## config.mk

```make
export PLATFORM = sky130hd
export DESIGN_NAME = perf_counter_snapshot_master_flat
export DESIGN_NICKNAME = d
export VERILOG_FILES = /design/src/rtl/perf_counter_snapshot_master_if.sv /design/src/rtl/perf_counter_snapshot_master.sv /design/src/flat_wrapper.sv
export SDC_FILE = /design/constraint.sdc
export NUM_CORES = 1
export LEC_CHECK = 0
export BUFFER_PORTS_ARGS = -buffer_cell sky130_fd_sc_hd__clkbuf_2
export CAP_MARGIN = 20
export CORE_MARGIN = 2
export CORE_UTILIZATION = 48
export DETAILED_ROUTE_END_ITERATION = 8
export GPL_TIMING_DRIVEN = 1
export PLACE_DENSITY = 0.95
export SLEW_MARGIN = 20
export SYNTH_ARGS = -nofsm -noshare
export SYNTH_HDL_FRONTEND = slang
export SYNTH_SLANG_ARGS = --single-unit
export TNS_END_PERCENT = 30
```

## constraint.sdc

```tcl
create_clock -name clk_i -period 2.7 [get_ports clk_i]
set_input_delay 0.54 -clock clk_i [delete_from_list [all_inputs] [get_ports clk_i]]
set_output_delay 0.54 -clock clk_i [all_outputs]
set_load 0.02 [all_outputs]
```

## src/rtl/perf_counter_snapshot_master_if.sv

```systemverilog
// Bus bundle for the snapshot master: Avalon-MM master side towards the
// counter slave and the valid/ready stream towards the trace sink.
interface perf_counter_snapshot_master_if #(
  parameter int ADDR_W = 4
);
  logic [ADDR_W-1:0] avm_address;
  logic              avm_read;
  logic              avm_write;
  logic [31:0]       avm_writedata;
  logic [31:0]       avm_readdata;
  logic              avm_waitrequest;
  logic [31:0]       snap_data;
  logic [ADDR_W-1:0] snap_index;
  logic              snap_valid;
  logic              snap_ready;
  logic              snap_last;

  modport master (
    output avm_address, avm_read, avm_write, avm_writedata,
    input  avm_readdata, avm_waitrequest,
    output snap_data, snap_index, snap_valid, snap_last,
    input  snap_ready
  );

  modport slave (
    input  avm_address, avm_read, avm_write, avm_writedata,
    output avm_readdata, avm_waitrequest,
    input  snap_data, snap_index, snap_valid, snap_last,
    output snap_ready
  );
endinterface

```

## src/rtl/perf_counter_snapshot_master.sv

```systemverilog
// Reads every section's time lo/hi and event counter on a trigger and streams
// the words out. Optional macro PERF_SNAPSHOT_FREEZE_EN brackets the dump with
// a freeze write (addr 0) and a resume write (addr 1) for a coherent snapshot.
module perf_counter_snapshot_master #(
  parameter int NUM_SECTIONS = 4,
  parameter int READ_LATENCY = 1,
  parameter int ADDR_W       = 4
) (
  input  logic       clk_i,
  input  logic       reset_i,
  input  logic       trigger_i,
  output logic       busy_o,
  output logic       done_o,
  output logic [7:0] dropped_triggers_o,
  perf_counter_snapshot_master_if.master bus
);

  localparam int LAT_W = (READ_LATENCY > 1) ? $clog2(READ_LATENCY + 1) : 1;
  localparam logic [LAT_W-1:0]  LAT_INIT  = LAT_W'(READ_LATENCY);
  localparam logic [ADDR_W-1:0] LAST_ADDR = ADDR_W'(4 * (NUM_SECTIONS - 1) + 2);

  typedef enum logic [2:0] {
    IDLE    = 3'd0,
`ifdef PERF_SNAPSHOT_FREEZE_EN
    FRZ_WR  = 3'd1,
    RES_WR  = 3'd5,
`endif
    RD_REQ  = 3'd2,
    RD_WAIT = 3'd3,
    OUT     = 3'd4,
    DONE    = 3'd6
  } state_e;

  state_e            state_q, state_d;
  logic [ADDR_W-1:0] addr_q, addr_d;
  logic [LAT_W-1:0]  lat_q, lat_d;
  logic [31:0]       data_q, data_d;
  logic [ADDR_W-1:0] index_q, index_d;
  logic [7:0]        drop_q, drop_d;
  logic [ADDR_W-1:0] next_addr;
  logic [ADDR_W-1:0] bus_addr;

  // Word 4s+2 is the last read of a section; 4s+3 is skipped.
  assign next_addr = (addr_q[1:0] == 2'd2) ? (addr_q + ADDR_W'(2)) : (addr_q + ADDR_W'(1));

  // Next-state logic for the sequencer and its datapath registers.
  always_comb begin
    state_d = state_q;
    addr_d  = addr_q;
    lat_d   = lat_q;
    data_d  = data_q;
    index_d = index_q;
    case (state_q)
      IDLE: begin
        if (trigger_i) begin
          addr_d  = '0;
`ifdef PERF_SNAPSHOT_FREEZE_EN
          state_d = FRZ_WR;
`else
          state_d = RD_REQ;
`endif
        end else begin
          state_d = IDLE;
        end
      end
`ifdef PERF_SNAPSHOT_FREEZE_EN
      FRZ_WR: begin
        if (!bus.avm_waitrequest) begin
          state_d = RD_REQ;
        end else begin
          state_d = FRZ_WR;
        end
      end
      RES_WR: begin
        if (!bus.avm_waitrequest) begin
          state_d = DONE;
        end else begin
          state_d = RES_WR;
        end
      end
`endif
      RD_REQ: begin
        if (!bus.avm_waitrequest) begin
          lat_d   = LAT_INIT;
          state_d = RD_WAIT;
        end else begin
          state_d = RD_REQ;
        end
      end
      RD_WAIT: begin
        if (lat_q <= LAT_W'(1)) begin
          data_d  = bus.avm_readdata;
          index_d = addr_q;
          lat_d   = '0;
          state_d = OUT;
        end else begin
          lat_d   = lat_q - LAT_W'(1);
        end
      end
      OUT: begin
        if (bus.snap_ready) begin
          if (addr_q == LAST_ADDR) begin
`ifdef PERF_SNAPSHOT_FREEZE_EN
            state_d = RES_WR;
`else
            state_d = DONE;
`endif
          end else begin
            addr_d  = next_addr;
            state_d = RD_REQ;
          end
        end else begin
          state_d = OUT;
        end
      end
      DONE:    state_d = IDLE;
      default: state_d = IDLE;
    endcase
  end

  // Triggers that arrive while a snapshot is running are only counted.
  always_comb begin
    drop_d = drop_q;
    if (trigger_i && (state_q != IDLE) && (drop_q != 8'hFF)) begin
      drop_d = drop_q + 8'd1;
    end else begin
      drop_d = drop_q;
    end
  end

  // State and datapath registers with synchronous reset.
  always_ff @(posedge clk_i) begin
    if (reset_i) begin
      state_q <= IDLE;
      addr_q  <= '0;
      lat_q   <= '0;
      data_q  <= 32'd0;
      index_q <= '0;
      drop_q  <= 8'd0;
    end else begin
      state_q <= state_d;
      addr_q  <= addr_d;
      lat_q   <= lat_d;
      data_q  <= data_d;
      index_q <= index_d;
      drop_q  <= drop_d;
    end
  end

  // Address is driven only while a bus request is active, zero otherwise.
  always_comb begin
    bus_addr = '0;
    case (state_q)
      RD_REQ:  bus_addr = addr_q;
`ifdef PERF_SNAPSHOT_FREEZE_EN
      RES_WR:  bus_addr = ADDR_W'(1);
`endif
      default: bus_addr = '0;
    endcase
  end

  assign busy_o             = (state_q != IDLE);
  assign done_o             = (state_q == DONE);
  assign dropped_triggers_o = drop_q;

  assign bus.avm_address   = bus_addr;
  assign bus.avm_read      = (state_q == RD_REQ);
`ifdef PERF_SNAPSHOT_FREEZE_EN
  assign bus.avm_write     = (state_q == FRZ_WR) || (state_q == RES_WR);
`else
  assign bus.avm_write     = 1'b0;
`endif
  assign bus.avm_writedata = 32'd0;

  assign bus.snap_data  = data_q;
  assign bus.snap_index = index_q;
  assign bus.snap_valid = (state_q == OUT);
  assign bus.snap_last  = (state_q == OUT) && (index_q == LAST_ADDR);

endmodule

```

## src/flat_wrapper.sv

```systemverilog
// flat-port wrapper written by rule: the top's interface ports become plain ports
module perf_counter_snapshot_master_flat 
#(
  parameter int NUM_SECTIONS = 4,
  parameter int READ_LATENCY = 1,
  parameter int ADDR_W       = 4
)
  (clk_i, reset_i, trigger_i, busy_o, done_o, dropped_triggers_o, bus_avm_address, bus_avm_read, bus_avm_write, bus_avm_writedata, bus_avm_readdata, bus_avm_waitrequest, bus_snap_data, bus_snap_index, bus_snap_valid, bus_snap_last, bus_snap_ready);
  perf_counter_snapshot_master_if #(.ADDR_W(ADDR_W)) bus_i ();
  input  logic clk_i;
  input  logic reset_i;
  input  logic trigger_i;
  output logic busy_o;
  output logic done_o;
  output logic [7:0] dropped_triggers_o;
  output wire logic [$bits(bus_i.avm_address)-1:0] bus_avm_address;
  output wire logic [$bits(bus_i.avm_read)-1:0] bus_avm_read;
  output wire logic [$bits(bus_i.avm_write)-1:0] bus_avm_write;
  output wire logic [$bits(bus_i.avm_writedata)-1:0] bus_avm_writedata;
  input wire logic [$bits(bus_i.avm_readdata)-1:0] bus_avm_readdata;
  input wire logic [$bits(bus_i.avm_waitrequest)-1:0] bus_avm_waitrequest;
  output wire logic [$bits(bus_i.snap_data)-1:0] bus_snap_data;
  output wire logic [$bits(bus_i.snap_index)-1:0] bus_snap_index;
  output wire logic [$bits(bus_i.snap_valid)-1:0] bus_snap_valid;
  output wire logic [$bits(bus_i.snap_last)-1:0] bus_snap_last;
  input wire logic [$bits(bus_i.snap_ready)-1:0] bus_snap_ready;
  assign bus_avm_address = bus_i.avm_address;
  assign bus_avm_read = bus_i.avm_read;
  assign bus_avm_write = bus_i.avm_write;
  assign bus_avm_writedata = bus_i.avm_writedata;
  assign bus_i.avm_readdata = bus_avm_readdata;
  assign bus_i.avm_waitrequest = bus_avm_waitrequest;
  assign bus_snap_data = bus_i.snap_data;
  assign bus_snap_index = bus_i.snap_index;
  assign bus_snap_valid = bus_i.snap_valid;
  assign bus_snap_last = bus_i.snap_last;
  assign bus_i.snap_ready = bus_snap_ready;
  perf_counter_snapshot_master #(.NUM_SECTIONS(NUM_SECTIONS), .READ_LATENCY(READ_LATENCY), .ADDR_W(ADDR_W)) u_core (.clk_i(clk_i), .reset_i(reset_i), .trigger_i(trigger_i), .busy_o(busy_o), .done_o(done_o), .dropped_triggers_o(dropped_triggers_o), .bus(bus_i));
endmodule
```

Yosys cells after proc, flatten, opt, wreduce, memory -nomap -nowiden
Index checks and enable logic that the tools add are counted. W data, S select, Z words.

Logic and storage cells: 49. Register bits: 52. Output and inout bits: 86.

Order comparisons: 1. Equality and inequality tests: 13. Reductions and logical operators: 10. Multiplexer cells: 15. $add $sub $neg: 4.

Operator list (number): $mux W4 (5); $pmux W3 S4 (1); $mux W3 (3); $add A8 B1 Y8 const B (1); $eq A4 B4 Y1 const B (2); $ne A8 B8 Y1 const B (1); $pmux W4 S2 (1); $eq A3 B2 Y1 const B (2); $eq A3 B3 Y1 const B (2); $ne A2 B2 Y1 const B (3); $add A4 B1 Y4 const B (1); $add A4 B2 Y4 const B (1); $ne A2 B1 Y1 const B (2); $reduce_and A2 Y1 (2); $reduce_and A4 Y1 (1); $reduce_bool A2 Y1 (2); $logic_and A1 B1 Y1 (3); $logic_not A3 Y1 (1); $mux W1 (3); $reduce_bool A3 Y1 (1); $eq A2 B2 Y1 const B (1); $mux W2 (1); $pmux W1 S2 (1); $le A1 B1 Y1 const B (1); $sub A1 B1 Y1 const B (1).

Longest topological paths before layout
Gate-level depths: netlist of run 1.

Depth in word-level cells: 5. Gate-level depth with buffers: 6.

Least setup slack after synthesis of run 1
Ideal clock, no wire load.

Path kind: reg-to-output. From: register u_core.state_q[1]. To: output bus_avm_address[0]. Required time: 2.160 ns. Cell stages (with the launch flop): 3. Setup slack: 0.698 ns. Arrival: 1.462 ns. Buffers on the path: 0. Cells stage by stage: dfxtp_1 > nor3b_1 > and2_1.

Word-level cells in the longest chain between the ends: 2.

RTL lines: start, declared (RTL line perf_counter_snapshot_master.sv:34) `state_e state_q, state_d;`; start signal, assigned (RTL line perf_counter_snapshot_master.sv:141) `state_q <= state_d;`; $eq A3 B2 Y1; via bus_avm_read (RTL line flat_wrapper.sv:17) `output wire logic [$bits(bus_i.avm_read)-1:0] bus_avm_read;`; $mux W4 (RTL line perf_counter_snapshot_master.sv:153) `case (state_q)`; end, declared (RTL line flat_wrapper.sv:16) `output wire logic [$bits(bus_i.avm_address)-1:0] bus_avm_address;`.

The timed path passes the listed nets, and every way through them passes these cells.

Final worst setup path of run 1
From: register u_core.state_q[1]. To: output bus_avm_address[1].

Word-level cells in the longest chain between the ends: 2.

RTL lines (RTL line): $eq A3 B2 Y1 (perf_counter_snapshot_master.sv:153); $mux W4 (perf_counter_snapshot_master.sv:153).

No other way between the ends.

==> impl_metrics.toml, run 1 <==
[yosys]
yosys-top-cells-count = "nand2_1, dfxtp_1, a21oi_1"
synth.top_cell.area_share = 0.435
syn-cell-area_um2 = 2340
synthArstFlopShare = 0
ys_types = 45
yosysTopAreaCell = "dfxtp_1"
seq_area_frac_synth = 0.435
netlist_top_cells_area = "dfxtp_1, nand2_1, buf_4"
ys_ff_latch = 51
yosysMostFrequentCell = "nand2_1"
synthCells = 290
synth-edff-count = 0
postSynthAreaPerCell_um2 = 8.09
synth-main-ff-cell = "dfxtp_1"
yosysWarnings = 0

[layout]
nets = 412
drive_gt1_frac = 0.297
fillers = 423
diodes = 0
final_cells = 441
utilization = 0.593
areaGrowthSynthToFinish_pct = 19.4

[routing]
vias_per_cell = 4.76
wl_met2_um = 2540
post_drt_wl_per_cell_um = 11.3
firstDrtPassIters = 4
wl_met3_um = 281
route.detailed.drc = 0
ant_nets = 0
drt_iter0_drc = 102
wl_met1_um = 2140
wl_um = 4980
vias = 2100
routed.top_layer = "met4"

[outcome]
outcome = "finished, final reports clean"

[min_path]
hold_path_class = "in -> reg"
hold_depth = 2

[flow_run]
cap_violations = 0

[power_and_ir_drop]
p_comb_frac = 0.105
switching_power_uw = 351
irDropWorstVdd_uv = 221
p_seq_frac = 0.565
p_sw_frac = 0.257
leakagePower_uw = 0.00127
p_int_uw = 1020
pwr_density_cell_nw_per_um2 = 488
p_clk_frac = 0.330

[floorplanning]
dieHeight_um = 73.9
dieArea_um2 = 5460
die_width_um = 73.9
num_rows = 25
core_area_um2 = 4720
pin_count = 123
initial_core_util = 0.496

[sta]
fmax_ghz = 0.478
hold_ws_ps = 410
min_period_over_period = 0.775
finalSetupViolCount = 0
rsz0062_at_grt = "false"
hold_viol = 0
tightestPinTransition_ps = 677
slew_headroom = 0.542
drv_slew = 0
period_minus_slack_ps = 2090
clock_skew_ps = 8.85
final.setup.tns_ps = 0

[clock_tree]
cts_max_level = 2
insertion_delay_ps = 300
clk_pin_slew_worst_paths_ps = 80
cts_sinks = 51
cts_root_buf = "clkbuf_8"
post_cts_buffers = 0
clockBufferDepth = 2
cts_buffers = 5
cts-resized-gates = 0
cts_hold_buf = 0
tritoncts = "yes"

[global_route]
grt_max_degree = 37
grt_remaining_overflow = 0
antenna_found_initial = 0
grt_pass1_wl_um = 7550
grt_pass1_vias = 1790
grt_use_total = 0.175

[worst_setup_path]
critPathMaxFanout = 9
arrival_ps = 1550
r2r_cells = 5
cp_data_required_time_ps = 2160
crit_type = "reg -> out"
slowest_delay_ps = 460
cp-start-kind = "flop"
path_cells = "nor3b_1 -> and2_1 -> clkbuf_2"
crit_slowest_cell = "dfxtp_1"
critPathCaptureType = "output port"

[place]
place_inst = 433
gp_congestion = 0.812
dp_hpwl_um = 3800
io_buffers = 89
==> layer usage <==
metal | global-route usage | up-vias
met5 | 0 | -
met4 | 0.0424 | 0
met3 | 0.0439 | 2
met2 | 0.316 | 77
met1 | 0.207 | 962
li1 | - | 1059
==> cell usage in the layout, fill, tap and decap left out, types with 4 or more instances in the layout <==
| cell | instances |
|---|---|
| nand2_1 | 78 |
| dfxtp_1 | 51 |
| nor2b_1 | 4 |
| conb_1 | 33 |
| and2_1 | 4 |
| nand3_1 | 6 |
| a21oi_1 | 39 |
| clkbuf_2 | 89 |
| nor2_1 | 13 |
| clkbuf_8 | 6 |
==> metrics by stage <==
step | total power (uW) | worst slack (ps) | cell area, um^2
floorplan | 921 | 698 | 2460
global placement | 929 | 978 | 2710
detailed placement | 932 | 928 | 2710
CTS | 1380 | 598 | 2800
global route | 1430 | 495 | 2800
finish | 1370 | 609 | 2800
==> final cells by class <==
| cell class | count | area [um^2] | area share |
|---|---|---|---|
| multi-input cells | 222 | 1120 | 0.399 |
| repair buffers | 91 | 473 | 0.169 |
| well taps | 67 | 83.8 | 0.0299 |
| clock inverters | 1 | 8.76 | 0.00313 |
| clock buffers | 7 | 86.3 | 0.0308 |
| inverters | 2 | 10.0 | 0.00357 |
| flip-flops and latches | 51 | 1020 | 0.365 |
==> path summary, 6_finish.rpt <==
kind / start / endpoint / slack (ps)
max: u_core.state_q[1] / bus_avm_address[1] / 610
min: bus_avm_waitrequest / u_core.state_q[0] / 410
max reg2reg: u_core.state_q[0] / u_core.bus.snap_data[31] / 1080
min reg2reg: u_core.bus.snap_data[7] / u_core.bus.snap_data[7] / 460
==> power by group through the flow <==
| stage | Clock [uW] | Combinational [uW] | Sequential, uW |
|---|---|---|---|
| after floorplan | 0 | 125 | 796 |
| after global placement | 0 | 141 | 788 |
| after detailed placement | 0 | 143 | 789 |
| after CTS | 468 | 144 | 771 |
| after global routing | 494 | 158 | 774 |
| final | 452 | 143 | 772 |
==> cell families (layout without fill, tap and decap cells) <==
| kind of cell | after synthesis | after routing | synth area share |
|---|---|---|---|
| adders and majority gates | 2 | 2 | 0.0107 |
| xor gates and xnor gates | 3 | 3 | 0.0112 |
| and+or+nand+nor | 126 | 126 | 0.251 |
| DFF | 51 | 51 | 0.435 |
| buffers and inverters | 49 | 101 | 0.139 |
| muxes | 4 | 4 | 0.0181 |
| other | 1 | 33 | 0.00160 |
| AOI/OAI and AO/OA | 54 | 54 | 0.132 |
==> registers in the layout (all words and copies together), names as in the netlist <==
| signal | cells |
|---|---|
| u_core.addr_q | 4 |
| u_core.bus.snap_data | 32 |
| u_core.bus.snap_index | 4 |
| u_core.dropped_triggers_o | 8 |
| u_core.state_q | 3 |
==> critical path, delay by kind of cell (launching register included) <==
kind | cells | cell delay, ps
DFF | 1 | 460
buffers and inverters | 1 | 160
and+or+nand+nor | 2 | 640
No activity file was read; power rests on OpenSTA's default activity.
==> run 2: changes to the inputs <==
- CORE_UTILIZATION: 48 -> 41
- PLACE_DENSITY: 0.95 -> 0.88
- clock period: 2.7 -> 1.9 ns (I/O delays scaled with it)
==> run 2 against run 1 <==
Hold slack got worse by 170 ps. Core utilization decreased by 7.9 points. Flip-flop and latch count unchanged. Cell count increased by 2.0%. Critical path type unchanged.
==> impl_metrics.toml, run 2 (synthesis results as in run 1) <==
[outcome]
outcome = "finished, final reports clean"

[clock_tree]
cts_buffers = 5
clk_pin_slew_worst_paths_ps = 80
cts_hold_buf = 0
cts_max_level = 2
insertion_delay_ps = 300
tritoncts = "yes"
cts_root_buf = "clkbuf_8"
clockBufferDepth = 2
cts_sinks = 51

[layout]
nets = 416
drive_gt1_frac = 0.312
diodes = 0
multi_input_area_um2 = 1120
fillers = 527
final_common_cell = "clkbuf_2"
final_cell_mix = "clkbuf_2, nand2_1, dfxtp_1, a21oi_1, conb_1"
seq_area_um2 = 1020
largest_reg_flops = 32
final_cells = 450
areaGrowthSynthToFinish_pct = 20.6

[floorplanning]
core_area_um2 = 5510
initial_core_util = 0.426
num_rows = 27
die_width_um = 79.6
dieHeight_um = 79.6
pin_count = 123
dieArea_um2 = 6340

[sta]
finalSetupViolCount = 0
hold_ws_ps = 241
fmax_ghz = 0.551
drv_slew = 0
final.setup.tns_ps = 0
hold_viol = 0
slew_headroom = 0.549
min_period_over_period = 0.956
rsz0062_at_grt = "false"
clock_skew_ps = 9.93
tightestPinTransition_ps = 676
period_minus_slack_ps = 1820

[worst_setup_path]
crit_type = "reg -> out"
cp-start-kind = "flop"
critPathMaxFanout = 10
critPathCaptureType = "output port"
arrival_ps = 1440
cp_data_required_time_ps = 1520

[routing]
route.detailed.drc = 0
ant_nets = 0
wl_um = 5040
vias_per_cell = 4.74
drt_iter0_drc = 62
firstDrtPassIters = 4
post_drt_wl_per_cell_um = 11.2
vias = 2134

[global_route]
grt_use_total = 0.152
antenna_found_initial = 0
grt_max_degree = 37
grt_remaining_overflow = 0
grt_pass1_wl_um = 7740
grt_pass1_vias = 1813

[power_and_ir_drop]
irDropWorstVdd_uv = 272
leakagePower_uw = 0.00130
pwr_density_cell_nw_per_um2 = 689

[place]
gp_congestion = 0.797
io_buffers = 89
dp_hpwl_um = 3800
place_inst = 442

[min_path]
hold_path_class = "in -> reg"

[flow_run]
cap_violations = 0
run 2: cell count changes in the layout (fill, tap and decap cells not counted):
cell      previous run  this run
buf_4                1         6
clkinv_4             1         0
dfxtp_1             51        49
inv_6                0         1
dfxtp_2              0         2
clkinv_2             0         1
buf_12               1         0
clkbuf_1             1         0
run 2: power by group:
part	switching (uW)	total, uW	internal (uW)
Clock	343	642	298
Combinational	144	211	67.0
Sequential	14.9	1100	1080
run 2: final cells by class:
type	instances	share of cell area
clock buffer	6	0.0292
clock inverter	2	0.00487
timing repair buffer	95	0.173
multi-input combinational	222	0.395
tap	72	0.0319
inverter	2	0.00354
sequential	51	0.362
run 2: worst max-delay path, stage by stage, from the launching register on:
cell and delay, ps:
dfxtp_2 420, or3b_4 450, nor2_1 110, clkbuf_2 170
run 2: worst paths after layout:
path                                                   start                      endpoint  slack [ps]  cells past startpoint
worst max-delay path                       u_core.state_q[2]                 bus_snap_last          80                      3
worst min-delay path                     bus_avm_waitrequest             u_core.state_q[0]         240                      2
worst max register to register  u_core.dropped_triggers_o[0]  u_core.dropped_triggers_o[7]         320                      5
worst min register to register       u_core.bus.snap_data[4]       u_core.bus.snap_data[4]         460                      2
run 2: repair_timing:
| item | 4_1_cts | 5_1_grt |
|---|---|---|
| setup endpoints to repair | 1 | 4 |
| resized for setup | 1 | 1 |
| setup buffers | 0 | 0 |
run 2: per-layer routing:
metal | global-route usage | share of wire
met1 | 0.173 | 0.42
met2 | 0.279 | 0.50
met3 | 0.0407 | 0.066
met4 | 0.0414 | 0.0089
met5 | 0 | 0
run 2: metrics by stage:
step,total power [uW],instance area [um^2],util,worst slack (ps)
floorplan,1310,2460,-,57.8
global placement,1330,2730,0.496,346
detailed placement,1330,2730,0.496,315
CTS,1980,2830,0.513,61.6
global route,2050,2830,0.514,20.6
finish,1950,2830,0.514,84.5
